**config.mk**
```make
export PLATFORM = sky130hd
export DESIGN_NAME = adc_coherent_avg
export DESIGN_NICKNAME = d
export VERILOG_FILES = /design/src/rtl/adc_coherent_avg.sv
export SDC_FILE = /design/constraint.sdc
export NUM_CORES = 1
export LEC_CHECK = 0
export BUFFER_PORTS_ARGS = -buffer_cell sky130_fd_sc_hd__buf_2
export CORE_MARGIN = 2
export CORE_UTILIZATION = 57
export CTS_CLUSTER_DIAMETER = 120
export DETAILED_ROUTE_END_ITERATION = 8
export PLACE_DENSITY = 0.81
export SETUP_SLACK_MARGIN = 0.5
export SYNTH_ARGS = -nofsm -noshare
export SYNTH_HDL_FRONTEND = slang
export SYNTH_SLANG_ARGS = --single-unit
```
**constraint.sdc**
```tcl
create_clock -name clk_40M -period 6.7 [get_ports clk_40M]
set_clock_uncertainty 0.2 [all_clocks]
set_input_delay 1.675 -clock clk_40M [delete_from_list [all_inputs] [get_ports clk_40M]]
set_output_delay 1.675 -clock clk_40M [all_outputs]
set_load 0.01 [all_outputs]
```
**src/rtl/adc_coherent_avg.sv**
```systemverilog
// adc_coherent_avg: point-by-point coherent averaging of ADC periods with
// bias removal, a one-frame result buffer and a valid/ready output stream.
module adc_coherent_avg #(
    parameter int DATA_W    = 14,
    parameter int NUM_P     = 40,
    parameter int NT_LOG2   = 7,
    parameter int OUT_SHIFT = 5,
    parameter int OUT_W     = 16
) (
    input  logic              clk_40M,
    input  logic              rst,
    input  logic              en,
    input  logic              restart,
    input  logic [DATA_W-1:0] data_ain,
    output logic [OUT_W-1:0]  m_data,
    output logic              m_valid,
    input  logic              m_ready,
    output logic              m_first,
    output logic              m_last,
    output logic              frame_done,
    output logic              overrun,
    output logic [7:0]        ovr_cnt
);
    localparam int ACC_W = DATA_W + NT_LOG2;
    localparam int PW    = (NUM_P > 2) ? $clog2(NUM_P) : 1;
    localparam int SW    = ((ACC_W > OUT_W) ? ACC_W : OUT_W) + 1;

    localparam logic [PW-1:0]      P_LAST  = PW'(NUM_P - 1);
    localparam logic [NT_LOG2-1:0] T_LAST  = '1;
    localparam logic signed [SW-1:0] SAT_MAX =
        {{(SW-OUT_W+1){1'b0}}, {(OUT_W-1){1'b1}}};
    localparam logic signed [SW-1:0] SAT_MIN =
        {{(SW-OUT_W+1){1'b1}}, {(OUT_W-1){1'b0}}};

    typedef enum logic [1:0] {
        BUF_EMPTY,
        BUF_FILLING,
        BUF_FULL
    } buf_t;

    logic [PW-1:0]           p;
    logic [NT_LOG2-1:0]      t;
    logic signed [ACC_W-1:0] acc  [NUM_P];
    logic [OUT_W-1:0]        rbuf [NUM_P];
    buf_t                    bstate;
    logic                    drop;
    logic [PW-1:0]           rd_p;

    logic signed [DATA_W-1:0] s;
    logic signed [ACC_W-1:0]  sum;
    logic signed [ACC_W-1:0]  shr;
    logic signed [SW-1:0]     shr_x;
    logic [OUT_W-1:0]         r;
    logic [PW-1:0]            rd_nxt;
    logic take, t_last, beat, release_buf, accept, wr;

    assign s           = $signed({~data_ain[DATA_W-1], data_ain[DATA_W-2:0]});
    assign sum         = acc[p] + ACC_W'(s);
    assign shr         = sum >>> OUT_SHIFT;
    assign shr_x       = SW'(shr);
    assign take        = en & ~restart;
    assign t_last      = (t == T_LAST);
    assign beat        = m_valid & m_ready;
    assign release_buf = beat & m_last;
    assign rd_nxt      = rd_p + 1'b1;

    // A finishing drain frees the buffer in time for a new frame.
    assign accept = (bstate == BUF_EMPTY) |
                    ((bstate == BUF_FULL) & release_buf);

    // Results are stored only for a frame that claimed the buffer at p=0.
    assign wr = take & t_last &
                ((p == '0) ? accept : (bstate == BUF_FILLING));

    // Saturate the scaled sum into the signed output range.
    always_comb begin
        r = shr_x[OUT_W-1:0];
        if (shr_x > SAT_MAX) begin
            r = {1'b0, {(OUT_W-1){1'b1}}};
        end else if (shr_x < SAT_MIN) begin
            r = {1'b1, {(OUT_W-1){1'b0}}};
        end
    end

    // Point and pass counters.
    always_ff @(posedge clk_40M) begin
        if (rst) begin
            p <= '0;
            t <= '0;
        end else if (restart) begin
            p <= '0;
            t <= '0;
        end else if (en) begin
            if (p == P_LAST) begin
                p <= '0;
                t <= t + 1'b1;
            end else begin
                p <= p + 1'b1;
            end
        end
    end

    // Pass 0 overwrites, so the accumulator needs no clear cycle.
    always_ff @(posedge clk_40M) begin
        if (take && !t_last) begin
            acc[p] <= (t == '0) ? ACC_W'(s) : sum;
        end
    end

    // Result buffer write on the final pass.
    always_ff @(posedge clk_40M) begin
        if (wr) begin
            rbuf[p] <= r;
        end
    end

    // Buffer state, drop accounting and output stream.
    always_ff @(posedge clk_40M) begin
        if (rst) begin
            bstate     <= BUF_EMPTY;
            drop       <= 1'b0;
            frame_done <= 1'b0;
            overrun    <= 1'b0;
            ovr_cnt    <= '0;
            m_valid    <= 1'b0;
            m_data     <= '0;
            m_first    <= 1'b0;
            m_last     <= 1'b0;
            rd_p       <= '0;
        end else begin
            frame_done <= 1'b0;
            overrun    <= 1'b0;

            if (bstate == BUF_FULL && !m_valid) begin
                m_valid <= 1'b1;
                m_data  <= rbuf[0];
                m_first <= 1'b1;
                m_last  <= 1'b0;
                rd_p    <= '0;
            end else if (beat) begin
                if (m_last) begin
                    m_valid <= 1'b0;
                    m_first <= 1'b0;
                    m_last  <= 1'b0;
                    bstate  <= BUF_EMPTY;
                end else begin
                    rd_p    <= rd_nxt;
                    m_data  <= rbuf[rd_nxt];
                    m_first <= 1'b0;
                    m_last  <= (rd_nxt == P_LAST);
                end
            end

            if (restart) begin
                drop <= 1'b0;
                if (bstate == BUF_FILLING) begin
                    bstate <= BUF_EMPTY;
                end
            end else if (en && t_last) begin
                if (p == '0) begin
                    drop <= ~accept;
                    if (accept) begin
                        bstate <= BUF_FILLING;
                    end
                end else if (p == P_LAST) begin
                    if (bstate == BUF_FILLING) begin
                        bstate     <= BUF_FULL;
                        frame_done <= 1'b1;
                    end
                    if (drop) begin
                        drop    <= 1'b0;
                        overrun <= 1'b1;
                        if (ovr_cnt != 8'hFF) begin
                            ovr_cnt <= ovr_cnt + 1'b1;
                        end
                    end
                end
            end
        end
    end
endmodule
```
==> qor.txt <==
Netlist cell types -> 53
Hold Path Class -> flop to flop
register area -> 45600 um2
Fmax achieved -> 162 MHz
leak pwr -> 21.0 nW
met1 Track Usage GR -> 0.353
CTS tree -> done
Die ar. -> 108000 um2
Max clock buf depth -> 3
Starting DRT DRC Count -> 4274
initial antenna violation count -> 3
Mapped Nets -> 2779
Post-synth EDFFs -> 1480
Final WS setup -> 0.526 ns
share of layout cells above drive strength 1 -> 0.312
worst r2r dst -> acc[23][20]
Setup CP Type -> flop to flop
sequential share of the synthesized area -> 0.759
# nets final -> 2978
Die Height -> 329 um
WP data required -> 6.98 ns
setup_tns -> 0 ns
clk root buf -> clkbuf_16
Remaining DRCs -> 0
global-route met3 utilization -> 0.0690
Top-Level Pins -> 48
fin crit period -> 6.17 ns
Least-Margin Pin Slew -> 1.32 ns
ys async rst share -> 0
crit-path leading delay family -> compound AO/OA/AOI/OAI gates
CP max stage delay -> 0.65 ns
layer with the highest usage -> met2
Filler cells -> 6376
slew margin rel. -> 0.114
Setup crit end kind -> flop
RSZ-0062 raised after global routing -> yes
WP buf/inv -> 1
pin count of the biggest net entering global routing -> 62
status -> finished, final reports clean
Final GP Congestion -> 0.955
core box area -> 105000 um2
clock insertion delay at the later pin of the skew report -> 0.77 ns
Remaining Overflow, GRT -> 0
fin. max-slew vios -> 0
detailed placement HPWL -> 81500 um
cts hold-fix bufs -> 0
chip width -> 329 um
FF+latch count, synth -> 1537
Post-Syn Instances -> 2732
number of max-cap violations -> 0
Yosys warnings -> 0
global-route wire length before repair -> 215000 um
crit start category -> flop
Via density -> 6.86
area of the multi-input gates -> 14300 um2
Final period util -> 0.921
Antenna Nets Post-Route -> 0
# clock sinks -> 1537
endpoints failing setup -> 0
Crit path arrival time -> 6.46 ns
reg-to-reg slack, setup -> 0.53 ns
Starting Density -> 0.572
Cell Area, Synth -> 60100 um2
vias in the first global route -> 31200
R2R cell count -> 15
Final Hold Vio Count -> 0
VDD IR max -> 0.000316 V
CP Depth -> 15
routed vias -> 30500
worst-path cell chain -> buf_12 -> mux4_2 -> mux4_2 -> nor2b_1 -> a211oi_1 -> a21oi_1 -> ha_1 -> nand4_1 -> nor4_1 -> a211oi_1 -> a21oi_1 -> a41oi_1 -> xnor2_1 -> nand2_1 -> xnor2_4
clock transition at the registers of the reported paths -> 0.07 ns
Setup crit end -> acc[23][20]
# port buffers -> 47
Main synth FF type -> edfxtp_1
CTS buffer count -> 148
slowest CP cell -> a211oi_1
Tot GR Track Use -> 0.280
grt met2 use -> 0.462
drt first pass iters -> 6
worst-path fanout max -> 20
Power Density -> 294 nW/um2
wire length per cell -> 33.6 um
drt total wl -> 149000 um
P&R area growth vs syn -> 12.9%
row cnt -> 119
# H-tree levels -> 4
syn_area_per_cell -> 22.0 um2
DP Worst Slack -> 0.432 ns
[cells in the mapped netlist, types with 5 or more instances]
cell | number | share of area
a21bo_2 | 5 | 0.00083
ha_1 | 27 | 0.0056
edfxtp_1 | 1480 | 0.74
nand2_1 | 55 | 0.0034
a21o_1 | 7 | 0.00087
o21ai_0 | 20 | 0.0017
o21ai_1 | 12 | 0.0010
nand4_1 | 8 | 0.00083
buf_6 | 5 | 0.00094
mux2i_1 | 39 | 0.0065
dfxtp_1 | 57 | 0.019
nand3_1 | 25 | 0.0021
a221o_1 | 6 | 0.0010
nor2b_1 | 23 | 0.0024
a21oi_1 | 72 | 0.0060
nor2_1 | 138 | 0.0086
clkbuf_1 | 70 | 0.0044
buf_2 | 46 | 0.0038
buf_4 | 7 | 0.00087
xnor2_1 | 21 | 0.0031
xor2_1 | 20 | 0.0029
buf_1 | 12 | 0.00075
mux4_2 | 443 | 0.17
and3_1 | 6 | 0.00063
mux2_2 | 25 | 0.0047
nor3_1 | 8 | 0.00067
a211oi_1 | 39 | 0.0049
inv_1 | 8 | 0.00050
[stage by stage]
step	hold slack [ns]	cell area, um2	util	cells	power (mW)
3_5_place_dp	0.290	63000	0.600	4168	11.9
3_3_place_gp	0.271	63000	0.600	4168	11.8
6_report	0.298	67800	0.646	4441	19.9
2_1_floorplan	0.254	60100	-	2732	11.5
4_1_cts	0.304	67700	0.645	4438	20.0
5_1_grt	0.346	67800	0.646	4440	20.4
[worst reg2reg max path, stage by stage (launching register included)]
cell,delay [ns]
dfxtp_4,0.56
buf_12,0.25
mux4_2,0.55
mux4_2,0.47
nor2b_1,0.18
a211oi_1,0.65
a21oi_1,0.18
ha_1,0.41
nand4_1,0.20
nor4_1,0.38
a211oi_1,0.13
a21oi_1,0.31
a41oi_1,0.20
xnor2_1,0.32
nand2_1,0.32
xnor2_4,0.58
[power by group]
group | internal [mW] | switching [mW]
clock network | 4.61 | 3.58
logic | 0.242 | 0.668
registers | 10.8 | 0.00788
total | 15.7 | 4.26
[per-layer routing]
metal	wire (um)	up-vias
met5	25	-
met4	7800	4
met3	16500	505
met2	75400	2326
met1	49300	15700
li1	-	11900
[repair_timing]
action | in CTS | in global routing
pin swaps | 1 | 0
setup buffers | 0 | 1
setup endpoints to repair | 80 | 320
gates resized for setup | 5 | 10
gates cloned | 2 | 1
[area by class of cell]
cell class	count	share of cell area
Sequential cell	1537	0.672
Multi-Input combinational cell	1047	0.211
Clock buffer	189	0.0573
Tap cell	1391	0.0257
Timing Repair Buffer	186	0.0205
Clock inverter	79	0.0125
Inverter	11	0.000609
Antenna cell	1	0.0000369
[placed cells by master, fill, tap and decap left out, types with 25 or more instances in the layout]
master,n
ha_1,26
dfxtp_1,50
a21oi_1,70
mux4_2,443
buf_2,47
buf_4,130
mux2i_1,39
a211oi_1,39
nand3_1,25
clkbuf_16,149
clkbuf_1,39
edfxtp_1,1480
nor2_1,96
clkinv_1,25
nand2_1,54
nor2_2,25
[registers in the layout, summed over array words and instances, names as in the netlist, 2 cells and up, named ones only]
| register | flops |
|---|---|
| rbuf | 640 |
| ovr_cnt | 8 |
| bstate | 2 |
| rd_p | 6 |
| t | 7 |
| m_data | 16 |
| acc | 840 |
| p | 6 |
[how the worst min path moves through the flow]
stage | startpoint | end | slack, ns | depth (start not counted)
after floorplan | drop | drop | 0.25 | 2
after global placement | m_first | m_first | 0.27 | 2
after detailed placement | m_first | m_first | 0.29 | 2
after CTS | m_first | m_first | 0.30 | 2
after global routing | m_first | m_first | 0.35 | 2
final | m_first | m_first | 0.30 | 2
[cell families (layout without fill, tap and decap cells)]
logic type,Yosys count,after routing,share of synthesized area
XOR/XNOR,41,42,0.00598
buffers and inverters,151,465,0.0115
adder cells (fa/ha/maj),28,28,0.00596
other,0,1,0
flip-flops,1537,1537,0.759
AND/OR/NAND/NOR,290,290,0.0220
AO/OA/AOI/OAI,178,180,0.0184
multiplexers,507,507,0.177
(Power assumes the default switching activity.)
